**src/rtl/uart_tx_pkg.sv**
```systemverilog
// rtl/uart_tx_pkg.sv - shared widths and arbiter state type for the UART transmit path
package uart_tx_pkg;

    localparam int WORD_W         = 32;
    localparam int BYTE_W         = 8;
    localparam int BYTES_PER_WORD = WORD_W / BYTE_W;

    typedef enum logic [1:0] {
        IDLE      = 2'd0,
        ISSUE     = 2'd1,
        WAIT_DONE = 2'd2
    } ARB_STATE;

endpackage

```
**src/rtl/rr_select.sv**
```systemverilog
// rtl/rr_select.sv - combinational round-robin picker; scans upward from the slot after last_grant
module rr_select #(
    parameter int NREQ = 2,
    parameter int IDW  = $clog2(NREQ)
) (
    input  logic [NREQ-1:0] req,
    input  logic [IDW-1:0]  last_grant,
    output logic [NREQ-1:0] grant,
    output logic [IDW-1:0]  grant_idx,
    output logic            any_req
);

    always_comb begin
        logic [IDW-1:0] cand;
        logic           found;
        grant     = '0;
        grant_idx = '0;
        cand      = '0;
        found     = 1'b0;
        // Offset NREQ wraps back to last_grant itself, so it is considered last.
        for (int k = 1; k <= NREQ; k++) begin
            cand = IDW'((int'(last_grant) + k) % NREQ);
            if (!found && req[cand]) begin
                found       = 1'b1;
                grant[cand] = 1'b1;
                grant_idx   = cand;
            end
        end
    end

    assign any_req = |req;

endmodule

```
**src/rtl/tx_arbiter.sv**
```systemverilog
// rtl/tx_arbiter.sv - round-robin owner of the word-to-byte transmit serializer
// Optional watchdog built when TXARB_WATCHDOG_EN is defined.
module tx_arbiter
    import uart_tx_pkg::*;
#(
    parameter int NREQ    = 2,
    parameter int TIMEOUT = 1024
) (
    input  logic                    clk,
    input  logic                    rst,
    input  logic [NREQ-1:0]         reqValid,
    input  logic [NREQ*WORD_W-1:0]  reqData,
    output logic [NREQ-1:0]         reqAck,
    output logic                    txValid,
    output logic [WORD_W-1:0]       txData,
    input  logic                    txReady,
    output logic [$clog2(NREQ)-1:0] grantId,
    output logic                    busy,
    output logic                    timeoutErr
);

    localparam int IDW = $clog2(NREQ);

    ARB_STATE        state;
    logic [IDW-1:0]  last_grant;
    logic [NREQ-1:0] pick;
    logic [IDW-1:0]  pick_idx;
    logic            any_req;
    logic            wd_fire;

    rr_select #(
        .NREQ (NREQ),
        .IDW  (IDW)
    ) u_rr_select (
        .req        (reqValid),
        .last_grant (last_grant),
        .grant      (pick),
        .grant_idx  (pick_idx),
        .any_req    (any_req)
    );

`ifdef TXARB_WATCHDOG_EN
    localparam int CNT_W = $clog2(TIMEOUT + 1);

    logic [CNT_W-1:0] wd_cnt;

    // Fires on the TIMEOUT-th cycle spent outside IDLE since the grant.
    assign wd_fire = (state != IDLE) && (wd_cnt == CNT_W'(TIMEOUT - 1));

    always_ff @(posedge clk) begin
        if (rst) begin
            wd_cnt     <= '0;
            timeoutErr <= 1'b0;
        end else begin
            if (state == IDLE) begin
                wd_cnt <= '0;
            end else begin
                wd_cnt <= wd_cnt + 1'b1;
            end
            if (wd_fire) begin
                timeoutErr <= 1'b1;
            end
        end
    end
`else
    logic unused_timeout;

    assign unused_timeout = ^TIMEOUT;
    assign wd_fire        = 1'b0;
    assign timeoutErr     = 1'b0;
`endif

    always_ff @(posedge clk) begin
        if (rst) begin
            state      <= IDLE;
            txValid    <= 1'b0;
            txData     <= '0;
            reqAck     <= '0;
            grantId    <= '0;
            busy       <= 1'b0;
            last_grant <= IDW'(NREQ - 1);
        end else begin
            reqAck <= '0;
            case (state)
                IDLE: begin
                    if (txReady && any_req) begin
                        txData     <= reqData[WORD_W*pick_idx +: WORD_W];
                        grantId    <= pick_idx;
                        reqAck     <= pick;
                        last_grant <= pick_idx;
                        txValid    <= 1'b1;
                        busy       <= 1'b1;
                        state      <= ISSUE;
                    end
                end
                ISSUE: begin
                    // txReady dropping means the serializer took the word.
                    if (!txReady) begin
                        txValid <= 1'b0;
                        state   <= WAIT_DONE;
                    end
                end
                WAIT_DONE: begin
                    if (txReady) begin
                        busy  <= 1'b0;
                        state <= IDLE;
                    end
                end
                default: begin
                    txValid <= 1'b0;
                    busy    <= 1'b0;
                    state   <= IDLE;
                end
            endcase
            if (wd_fire) begin
                txValid <= 1'b0;
                busy    <= 1'b0;
                state   <= IDLE;
            end
        end
    end

endmodule

```
**config.mk**
```make
export PLATFORM = sky130hd
export DESIGN_NAME = tx_arbiter
export DESIGN_NICKNAME = d
export VERILOG_FILES = /design/src/rtl/uart_tx_pkg.sv /design/src/rtl/rr_select.sv /design/src/rtl/tx_arbiter.sv
export SDC_FILE = /design/constraint.sdc
export NUM_CORES = 1
export LEC_CHECK = 0
export CAP_MARGIN = 25
export CORE_MARGIN = 4
export CORE_UTILIZATION = 55
export DETAILED_ROUTE_END_ITERATION = 6
export DONT_BUFFER_PORTS = 1
export PLACE_DENSITY = 0.77
export SETUP_SLACK_MARGIN = 0.05
export SYNTH_ARGS = -nofsm -noshare
export SYNTH_HDL_FRONTEND = slang
export SYNTH_HIERARCHICAL = 1
export SYNTH_SLANG_ARGS = --single-unit
export TNS_END_PERCENT = 5
```
**constraint.sdc**
```tcl
create_clock -name clk -period 3.1 [get_ports clk]
set_input_delay 0.31 -clock clk [delete_from_list [all_inputs] [get_ports clk]]
set_output_delay 0.31 -clock clk [all_outputs]
set_load 0.03 [all_outputs]
```
==> metrics.yaml, run 1 <==
outcome:
  run_status: "completed"
hold_path:
  min_delay_path_depth: 1
  min_from: "rst"
  min_to: "txData[17]"
  min_path_type: "input pin to flip-flop"
clock_network:
  clock_sinks: 40
  cts-resized-gates: 0
  cts_tree: "built"
  cts-buffers-inserted: 5
  ctsLongestPathBuffers: 2
  clock_insertion_delay_worst_skew_ps: 350
  hold_fix_buffers_cts: 0
  clockRootBuffer: "sky130_fd_sc_hd__clkbuf_4"
  cts_clk_pin_slew_worst_paths_ps: 120
  cts.htree.levels: 2
  cts_setup_buffers: 0
global_routing:
  top_usage_layer: "met2"
  grt_start_max_net_pins: 41
  grt.overflow.total: 0
  gr-usage-met3_pct: 7.86
  antenna_violations_before_repair: 0
  first_global_vias: 1323
  grt_usage_pct: 19.2
  grtUsageMet1_pct: 19.4
  grt_pass1_wl_um: 6220
  grt_use_met2_pct: 35.5
floorplan:
  rows: 20
  floorplan.core_area_sq_mm: 0.00308
  dieHeight_um: 65.2
  i_o_pin_count: 107
  floorplan.initialDensity_pct: 58.4
  die_area_sq_mm: 0.00425
  die_width_um: 65.2
run:
  max_cap_violations: 0
sta:
  min_period_ps: 2000
  setup_viol: 0
  worst_slew_margin_rel_pct: 50.3
  grt_setup_unrepaired: "false"
  finClkSkew_ps: 12.4
  finalHoldViolCount: 0
  achievable-frequency_mhz: 499
  worstMarginPinSlew_ps: 745
  report.final.slew_viol_count: 0
  final_min_period_over_clock_period_pct: 64.6
  setup_tns_ps: 0
route:
  post-route-drc-count: 0
  post_drt_via_cell_ratio: 5.93
  dr.first_iter.drc_count: 59
  wl_per_instance_um: 19.5
  route.final.wire_length_um: 4350
  vias: 1322
  drt_pass1_iterations: 4
  route.antenna.remaining_nets: 0
power:
  leakagePower_uw: 0.000686
  cellPowerDensity_mw_per_mm2: 586
  vdd_ir_drop_max_uv: 345
critical_path:
  crit_required_ps: 3360
  cp-startpoint: "state[0]"
  cp_max_fo: 38
  setup.reg_to_reg.worst_slack_ps: 1100
  cp_data_arrival_time_ps: 2260
  critical_path.reg2reg.endpoint: "txData[2]"
  endpoint_kind_of_the_worst_setup_timing_path: "flip-flop"
  crit_type: "flip-flop to flip-flop"
  worst-r2r-cell-count: 4
  regToRegStartpoint: "state[0]"
  startpoint_class_of_the_critical_path: "flip-flop"
synth:
  synth_nets: 248
  ys_types: 25
  netlist_area_sq_mm: 0.00180
  postSynthCellCount: 179
  synth_seq_area_share_pct: 44.5
  number_of_storage_elements_in_the_synthesis_netlist: 40
  yosys_warnings: 6
  syn_avg_cell_area_sq_um: 10.0
place:
  placement.cell_area_sq_mm: 0.00178
  dp_hpwl_um: 3040
  rd_place_congestion: 0.650
  placed_cells_incl_taps: 210
  number_of_buffers_inserted_by_port_buffering: 0
finish:
  fillCellCount: 289
  diodes: 0
  design.final.nets: 247
  flow.area_growth_from_synthesis_pct: 5.15
  final_layout_size_suffix_gt1_share_pct: 11.7
  layout.cells.non_filler: 223
  fin_area_sq_mm: 0.00189
placed cells by master, fill, tap and decap left out:
cell                            instances
sky130_fd_sc_hd__nand2_1                3
sky130_fd_sc_hd__xnor2_1                1
sky130_fd_sc_hd__inv_1                  1
sky130_fd_sc_hd__nor2b_1                2
sky130_fd_sc_hd__o21ai_0                3
sky130_fd_sc_hd__a21boi_4               1
sky130_fd_sc_hd__buf_4                  3
sky130_fd_sc_hd__clkbuf_4               5
sky130_fd_sc_hd__or2_1                  1
sky130_fd_sc_hd__nor2_1                34
sky130_fd_sc_hd__a211oi_1              22
sky130_fd_sc_hd__conb_1                 1
sky130_fd_sc_hd__a21boi_1               1
sky130_fd_sc_hd__a21boi_0               1
sky130_fd_sc_hd__nor3b_1                2
sky130_fd_sc_hd__nand2b_1               1
sky130_fd_sc_hd__dfxtp_1               40
sky130_fd_sc_hd__nor3_1                 1
sky130_fd_sc_hd__clkbuf_8               1
sky130_fd_sc_hd__and4bb_2               1
sky130_fd_sc_hd__a21oi_1                4
sky130_fd_sc_hd__nand4bb_1              1
sky130_fd_sc_hd__dlygate4sd3_1          5
sky130_fd_sc_hd__mux2i_1               32
sky130_fd_sc_hd__a211oi_2              10
sky130_fd_sc_hd__clkbuf_1               2
per-layer routing:
layer | vias up | wire, um
met3 | 6 | 437
met2 | 66 | 2270
met4 | 0 | 50
met5 | - | 0
li1 | 641 | -
met1 | 609 | 1590
metrics by stage:
step                utilization [%]  hold WS, ps  setup slack [ps]  total power, uW
finish                         61.4         18.1              1100             1110
global route                   61.4       0.0998               921             1160
CTS                            59.8        0.334              1090             1110
detailed placement             57.9          382              1100              836
global placement               57.9          380              1220              824
floorplan                         -          387              1760              819
worst max-delay path by stage:
stage               slack [ps]  depth (start not counted)          to
floorplan                 1760                          5  txData[22]
global placement          1220                          5   txData[1]
detailed placement        1100                          5   txData[2]
CTS                       1090                          4   txData[2]
global route               920                          4   txData[2]
finish                    1100                          4   txData[2]
synthesized netlist by cell type, drive strengths merged:
cell,instances,area (sq um)
a21oi,4,20.0
clkbuf,3,11.3
a211oi,32,290
mux2i,32,320
nor2b,2,12.5
dfxtp,40,801
nand2b,1,6.26
and4bb,1,12.5
inv,1,3.75
o21ai,3,15.0
buf,13,93.8
nand2,3,11.3
nor3,1,5.00
a21boi,3,22.5
xnor2,1,8.76
nor2,34,128
or2,1,6.26
conb,1,3.75
nand4bb,1,11.3
nor3b,2,15.0
report_power, final:
part | total, uW | internal (uW) | leakage (uW) | switching, uW
clock network | 273 | 112 | 0.0000326 | 161
registers | 672 | 558 | 0.000330 | 114
logic | 163 | 72.5 | 0.000323 | 90.1
total | 1110 | 742 | 0.000686 | 365
logic make-up after synthesis:
family	count (synthesis)	synth area share, %
buffers and inverters	17	6.05
DFF	40	44.5
xor gates and xnor gates	1	0.487
and+or+nand+nor	46	11.6
muxes	32	17.8
other	1	0.209
AOI/OAI and AO/OA	42	19.3
layout make-up:
cell class | count | area, sq um | area share, %
sequential | 40 | 801 | 42.4
multi-input combinational | 122 | 900 | 47.6
clock buffer | 8 | 58.8 | 3.11
timing repair buffer | 8 | 72.6 | 3.84
tap | 44 | 55.1 | 2.91
inverter | 1 | 3.75 | 0.199
registers in the layout, summed over array words and instances, names as in the netlist:
name        flops
busy            1
grantId         1
last_grant      1
reqAck          2
state           2
txData         32
txValid         1
worst max-delay path, cell delays in order (launching register included):
cell	delay [ps]
sky130_fd_sc_hd__dfxtp_1	380
sky130_fd_sc_hd__and4bb_2	820
sky130_fd_sc_hd__buf_4	410
sky130_fd_sc_hd__nor2_1	80
sky130_fd_sc_hd__a211oi_1	220
(Power assumes the default switching activity.)
==> run 2, diff against run 1 <==
--- a/config.mk
+++ b/config.mk
@@ -10,7 +10,7 @@
 export CORE_UTILIZATION = 55
 export DETAILED_ROUTE_END_ITERATION = 6
 export DONT_BUFFER_PORTS = 1
-export PLACE_DENSITY = 0.77
+export PLACE_DENSITY = 0.8
 export SETUP_SLACK_MARGIN = 0.05
 export SYNTH_ARGS = -nofsm -noshare
 export SYNTH_HDL_FRONTEND = slang
==> constraint.sdc (replaced) <==
create_clock -name clk -period 1.8 [get_ports clk]
set_input_delay 0.18 -clock clk [delete_from_list [all_inputs] [get_ports clk]]
set_output_delay 0.18 -clock clk [all_outputs]
set_load 0.03 [all_outputs]
==> run 2 against run 1 <==
  * Worst setup slack worse by 720 ps
  * First-iteration DRC count is 24% lower
  * Die area stayed put
  * Critical path depth stayed put
  * Sequential cell count is the same
  * Combinational power is 72% higher
  * Hold slack better by 53 ps
  * Register-to-register slack worse by 720 ps
  * Via count is 3.6% lower
  * Clock power grew 69%
  * Non-clock buffer count is 3 lower
  * Largest power group unchanged
  * Highest routed layer unchanged
==> metrics.yaml, run 2 (same netlist as run 1, synthesis figures left out) <==
outcome:
  run_status: "completed"  # unchanged
place:
  rd_place_congestion: 0.701  # was 0.650
  dp_hpwl_um: 2890  # was 3040 um
  number_of_buffers_inserted_by_port_buffering: 0  # unchanged
  placement.cell_area_sq_mm: 0.00179  # was 0.00178 sq mm
floorplan:
  floorplan.initialDensity_pct: 58.4  # unchanged
  floorplan.core_area_sq_mm: 0.00308  # unchanged
  die_area_sq_mm: 0.00425  # unchanged
  i_o_pin_count: 107  # unchanged
  dieHeight_um: 65.2  # unchanged
  rows: 20  # unchanged
  die_width_um: 65.2  # unchanged
sta:
  grt_setup_unrepaired: "false"  # unchanged
  achievable-frequency_mhz: 700  # was 499 MHz
  finClkSkew_ps: 3.08  # was 12.4 ps
  min_period_ps: 1430  # was 2000 ps
  setup_tns_ps: 0  # unchanged
  setup_viol: 0  # unchanged
  finalHoldViolCount: 0  # unchanged
  final_min_period_over_clock_period_pct: 79.3  # was 64.6%
  report.final.slew_viol_count: 0  # unchanged
critical_path:
  delay_of_the_slowest_critical_path_stage_ps: 370  # was 820 ps
  startpoint_class_of_the_critical_path: "flip-flop"  # unchanged
  cp_data_arrival_time_ps: 1650  # was 2260 ps
  critical_path.top_delay_family: "flip-flops"  # was simple AND/OR/NAND/NOR gates
  cp_max_fo: 23  # was 38
  timing.critical_path.slowest_stage_cell: "sky130_fd_sc_hd__dfxtp_1"  # was sky130_fd_sc_hd__and4bb_2
  endpoint_kind_of_the_worst_setup_timing_path: "flip-flop"  # unchanged
  timing.critical_path.buf_inv: 1  # unchanged
  crit_required_ps: 2020  # was 3360 ps
  cp_cell_sequence: "a21boi_4 > buf_4 > mux2i_1 > a211oi_2"  # was and4bb_2 > buf_4 > nor2_1 > a211oi_1
  crit_type: "flip-flop to flip-flop"  # unchanged
route:
  route.antenna.remaining_nets: 0  # unchanged
  dr.first_iter.drc_count: 45  # was 59
  post_drt_via_cell_ratio: 5.79  # was 5.93
  route.final.wire_length_um: 3890  # was 4350 um
  post-route-drc-count: 0  # unchanged
  wl_per_instance_um: 17.7  # was 19.5 um
  drt_pass1_iterations: 4  # unchanged
  vias: 1274  # was 1322
finish:
  fillCellCount: 258  # was 289
  largest_register: "txData"  # unchanged
  flow.area_growth_from_synthesis_pct: 4.73  # was 5.15%
  fin_area_sq_mm: 0.00188  # was 0.00189 sq mm
  diodes: 0  # unchanged
  largest_register_ffs: 32  # unchanged
  commonest_non_fill_non_tap_cells_in_the_layout: "sky130_fd_sc_hd__dfxtp_1, sky130_fd_sc_hd__nor2_1, sky130_fd_sc_hd__mux2i_1"  # unchanged
  design.final.nets: 244  # was 247
  mostFrequentLayoutCell: "sky130_fd_sc_hd__dfxtp_1"  # unchanged
  final_layout_size_suffix_gt1_share_pct: 12.5  # was 11.7%
  layout_top_registers: "txData (32), reqAck (2), state (2)"  # unchanged
hold_path:
  min_path_type: "input pin to flip-flop"  # unchanged
clock_network:
  clock_insertion_delay_worst_skew_ps: 330  # was 350 ps
  clockRootBuffer: "sky130_fd_sc_hd__clkbuf_4"  # unchanged
  cts-resized-gates: 0  # unchanged
  cts-buffers-inserted: 5  # unchanged
  clock_sinks: 40  # unchanged
  cts_clk_pin_slew_worst_paths_ps: 110  # was 120 ps
  cts_tree: "built"  # unchanged
  cts.htree.levels: 2  # unchanged
  ctsLongestPathBuffers: 2  # unchanged
global_routing:
  antenna_violations_before_repair: 0  # unchanged
  grt_pass1_wl_um: 6130  # was 6220 um
  grt_usage_pct: 18.8  # was 19.2%
  first_global_vias: 1326  # was 1323
  grt.overflow.total: 0  # unchanged
  grt_start_max_net_pins: 66  # was 41
power:
  vdd_ir_drop_max_uv: 485  # was 345 uV
  cellPowerDensity_mw_per_mm2: 1010  # was 586 mW/mm^2
  leakagePower_uw: 0.000682  # was 0.000686 uW
run:
  max_cap_violations: 0  # unchanged
-- run 2: path summary, 6_finish.rpt --
check	cells after the start	slack [ps]	endpoint	from
max	4	370	txData[24]	last_grant
min	2	70	txData[5]	reqData[5]
max reg2reg	4	370	txData[24]	last_grant
min reg2reg	2	600	last_grant	last_grant
-- run 2: per-stage QoR --
step | hold slack [ps] | setup WS (ps) | instances | power (uW) | util (%)
after floorplan | 257 | 457 | 179 | 1410 | -
after global routing | 51.7 | 253 | 220 | 1990 | 61.2
after CTS | 52.1 | 348 | 220 | 1910 | 61.2
after detailed placement | 250 | 365 | 210 | 1440 | 58.3
after global placement | 249 | 454 | 210 | 1420 | 58.3
final | 71.1 | 372 | 220 | 1900 | 61.2
-- run 2: timing repair --
action,4_1_cts,5_1_grt
setup buffers,0,0
endpoints found under the hold margin,40,0
hold buffers,2,0
-- run 2: routing by layer --
metal | part of all wire, % | global-route usage [%]
met4 | 1.5 | 7.77
met5 | 0 | 0
met1 | 37 | 19.7
met3 | 12 | 8.21
met2 | 50 | 32.6
-- run 2: worst register-to-register path, stage by stage (launching register included) --
cell,delay [ps]
sky130_fd_sc_hd__dfxtp_1,370
sky130_fd_sc_hd__a21boi_4,170
sky130_fd_sc_hd__buf_4,360
sky130_fd_sc_hd__mux2i_1,320
sky130_fd_sc_hd__a211oi_2,100
-- run 2: cell type report --
cell class,instances,area [sq um],area share [%]
Clock buffer,8,58.8,3.12
Inverter,1,3.75,0.199
Multi-Input combinational cell,122,900,47.8
Sequential cell,40,801,42.5
Tap cell,44,55.1,2.92
Timing Repair Buffer,5,65.1,3.46
-- run 2: power by group --
group | internal (uW) | switching [uW]
Sequential | 961 | 195
Clock | 193 | 269
Combinational | 127 | 154
Total | 1280 | 618
==> run 3, diff against run 2 <==
==> constraint.sdc (replaced) <==
create_clock -name clk -period 1.3 [get_ports clk]
set_input_delay 0.13 -clock clk [delete_from_list [all_inputs] [get_ports clk]]
set_output_delay 0.13 -clock clk [all_outputs]
set_load 0.03 [all_outputs]
==> run 3 against run 2 <==
  * The flow now finishes with violations (negative hold slack)
  * Hold slack got worse by 230 ps
  * Sequential cell count is the same
  * Worst setup slack worse by 350 ps
  * Core utilization grew 20 points
  * Die area is the same
  * Critical path type unchanged
  * Largest cell class unchanged
==> metrics.yaml, run 3 (same netlist as run 1, synthesis figures left out) <==
finish:
  design.final.nets: 286  # was 244
  area_of_the_multi_input_gates_sq_mm: 0.00103  # was 900 sq um
  layout_top_registers: "txData (32), reqAck (2), state (2)"  # unchanged
  largest_register: "txData"  # unchanged
  diodes: 0  # unchanged
  largest_register_ffs: 32  # unchanged
  mostFrequentLayoutCell: "sky130_fd_sc_hd__dfxtp_1"  # unchanged
  final_layout_size_suffix_gt1_share_pct: 38.1  # was 12.5%
  layout.cells.non_filler: 262  # was 220
  flow.area_growth_from_synthesis_pct: 38.1  # was 4.73%
  fillCellCount: 198  # was 258
  register_area_sq_um: 805  # was 801 sq um
  commonest_non_fill_non_tap_cells_in_the_layout: "sky130_fd_sc_hd__dfxtp_1, sky130_fd_sc_hd__buf_4, sky130_fd_sc_hd__nor2_1"  # was sky130_fd_sc_hd__dfxtp_1, sky130_fd_sc_hd__nor2_1, sky130_fd_sc_hd__mux2i_1
critical_path:
  crit_type: "flip-flop to flip-flop"  # unchanged
  cp_cell_sequence: "a21boi_4 > buf_12 > buf_16 > mux2i_2 > a211oi_2"  # was a21boi_4 > buf_4 > mux2i_1 > a211oi_2
  delay_of_the_slowest_critical_path_stage_ps: 370  # about the same
  cp_data_arrival_time_ps: 1510  # was 1650 ps
  timing.critical_path.slowest_stage_cell: "sky130_fd_sc_hd__dfxtp_4"  # was sky130_fd_sc_hd__dfxtp_1
  crit_required_ps: 1530  # was 2020 ps
  startpoint_class_of_the_critical_path: "flip-flop"  # unchanged
  setup.reg_to_reg.worst_slack_ps: 20  # was 370 ps
  endpoint_kind_of_the_worst_setup_timing_path: "flip-flop"  # unchanged
  regToRegStartpoint: "last_grant"  # unchanged
  worst-r2r-cell-count: 5  # was 4
  critical_path.reg2reg.endpoint: "txData[15]"  # was txData[24]
  cp_max_fo: 8  # was 23
route:
  post-route-drc-count: 0  # unchanged
  drt_pass1_iterations: 4  # unchanged
  vias: 1492  # was 1274
  route.final.wire_length_um: 4940  # was 3890 um
  dr.first_iter.drc_count: 56  # was 45
  wl_per_instance_um: 18.9  # was 17.7 um
  post_drt_via_cell_ratio: 5.69  # was 5.79
  route.antenna.remaining_nets: 0  # unchanged
clock_network:
  hold_fix_buffers_cts: 1  # was 2
  cts_tree: "built"  # unchanged
  clock_sinks: 40  # unchanged
  clock_insertion_delay_worst_skew_ps: 340  # was 330 ps
  cts-buffers-inserted: 5  # unchanged
  cts_clk_pin_slew_worst_paths_ps: 110  # about the same
  ctsLongestPathBuffers: 2  # unchanged
  cts.htree.levels: 2  # unchanged
  clockRootBuffer: "sky130_fd_sc_hd__clkbuf_4"  # unchanged
floorplan:
  floorplan.core_area_sq_mm: 0.00308  # unchanged
  i_o_pin_count: 107  # unchanged
  dieHeight_um: 65.2  # unchanged
  die_width_um: 65.2  # unchanged
  die_area_sq_mm: 0.00425  # unchanged
  floorplan.initialDensity_pct: 58.4  # unchanged
  rows: 20  # unchanged
power:
  leakagePower_uw: 0.000969  # was 0.000682 uW
  vdd_ir_drop_max_uv: 822  # was 485 uV
  p_sw_uw: 910  # was 618 uW
  share_comb_of_total_power_pct: 30.6  # was 14.8%
  cellPowerDensity_mw_per_mm2: 1180  # was 1010 mW/mm^2
  fraction_of_power_spent_switching_nets_pct: 31.0  # was 32.6%
  share_seq_of_total_power_pct: 47.7  # was 60.9%
  share_clk_of_total_power_pct: 21.7  # was 24.3%
  power.internal_uw: 2030  # was 1280 uW
sta:
  finalHoldViolCount: 40  # was 0
  final_critical_path_setup_slack_ps: 17.5  # was 372 ps
  min_period_ps: 1280  # was 1430 ps
  report.final.slew_viol_count: 0  # unchanged
  final_min_period_over_clock_period_pct: 98.7  # was 79.3%
  achievable-frequency_mhz: 780  # was 700 MHz
  setup_viol: 0  # unchanged
  grt_setup_unrepaired: "true"  # was false
  fin_worst_hold_slack_ps: -156  # was 71.1 ps
  finClkSkew_ps: 3.30  # was 3.08 ps
global_routing:
  antenna_violations_before_repair: 0  # unchanged
  first_global_vias: 1531  # was 1326
  grt_start_max_net_pins: 41  # was 66
  grt_pass1_wl_um: 7060  # was 6130 um
  grt.overflow.total: 0  # unchanged
  grt_usage_pct: 22.0  # was 18.8%
hold_path:
  min_from: "rst"  # was reqData[5]
  min_to: "txData[23]"  # was txData[5]
  min_path_type: "input pin to flip-flop"  # unchanged
  min_delay_path_depth: 1  # was 2
outcome:
  failed_checks: "negative hold slack"
  run_status: "finished with violations"  # was completed
place:
  number_of_buffers_inserted_by_port_buffering: 0  # unchanged
  dp_hpwl_um: 3280  # was 2890 um
  placed_cells_incl_taps: 246  # was 210
  dpl_worst_slack_ps: -10.5  # was 365 ps
  rd_place_congestion: 0.763  # was 0.701
run:
  max_cap_violations: 0  # unchanged
## run 3: power by group through the flow
stage	sequential, uW	clock [uW]	combinational [uW]
floorplan	1600	0	354
global placement	1420	0	703
detailed placement	1430	0	732
CTS	1400	648	810
global route	1420	704	947
finish	1400	638	898
## run 3: layout make-up
class                   instances  area share [%]
repair buffers                 47            21.4
flip-flops and latches         40            32.4
clock buffers                   8            2.37
well taps                      44            2.22
inverters                       1           0.151
multi-input cells             122            41.5
## run 3: critical path: cells and delay by family (launching register included)
family                 cells  cell delay (ps)
AOI/OAI and AO/OA          2              240
muxes                      1              250
buffers and inverters      2              320
DFF                        1              370
## run 3: through the flow
step | util [%] | instance area, sq um | total power (uW) | TNS (ps) | hold slack, ps
after floorplan | - | 1810 | 1960 | 0 | 207
after global placement | 68.3 | 2100 | 2120 | 0 | 198
after detailed placement | 68.3 | 2100 | 2160 | -10.5 | 201
after CTS | 74.5 | 2290 | 2860 | 0 | -169
after global routing | 80.7 | 2480 | 3070 | -25.1 | -175
final | 80.7 | 2480 | 2940 | 0 | -156
## run 3: timing repair
item | 4_1_cts | 5_1_grt
hold endpoints to repair | 40 | 40
cloned | 3 | 2
setup buffers | 1 | 1
resized for setup | 4 | 25
setup endpoints to repair | 16 | 28
pin swaps | 1 | 3
## run 3: per-layer routing
metal	vias up	GRT usage, %	routed length [um]
met4	0	7.51	153
met3	13	7.86	411
met1	689	21.8	1700
li1	720	-	-
met5	-	0	0
met2	70	41.7	2680
## run 3: how the worst max path moves through the flow
stage	slack, ps	endpoint	from	depth (start not counted)
3_5_place_dp	-10	txData[23]	last_grant	4
6_report	20	txData[15]	last_grant	5
4_1_cts	40	txData[20]	last_grant	5
5_1_grt	-20	txData[15]	last_grant	5
3_3_place_gp	110	txData[1]	state[0]	4
2_1_floorplan	30	txData[22]	last_grant	5
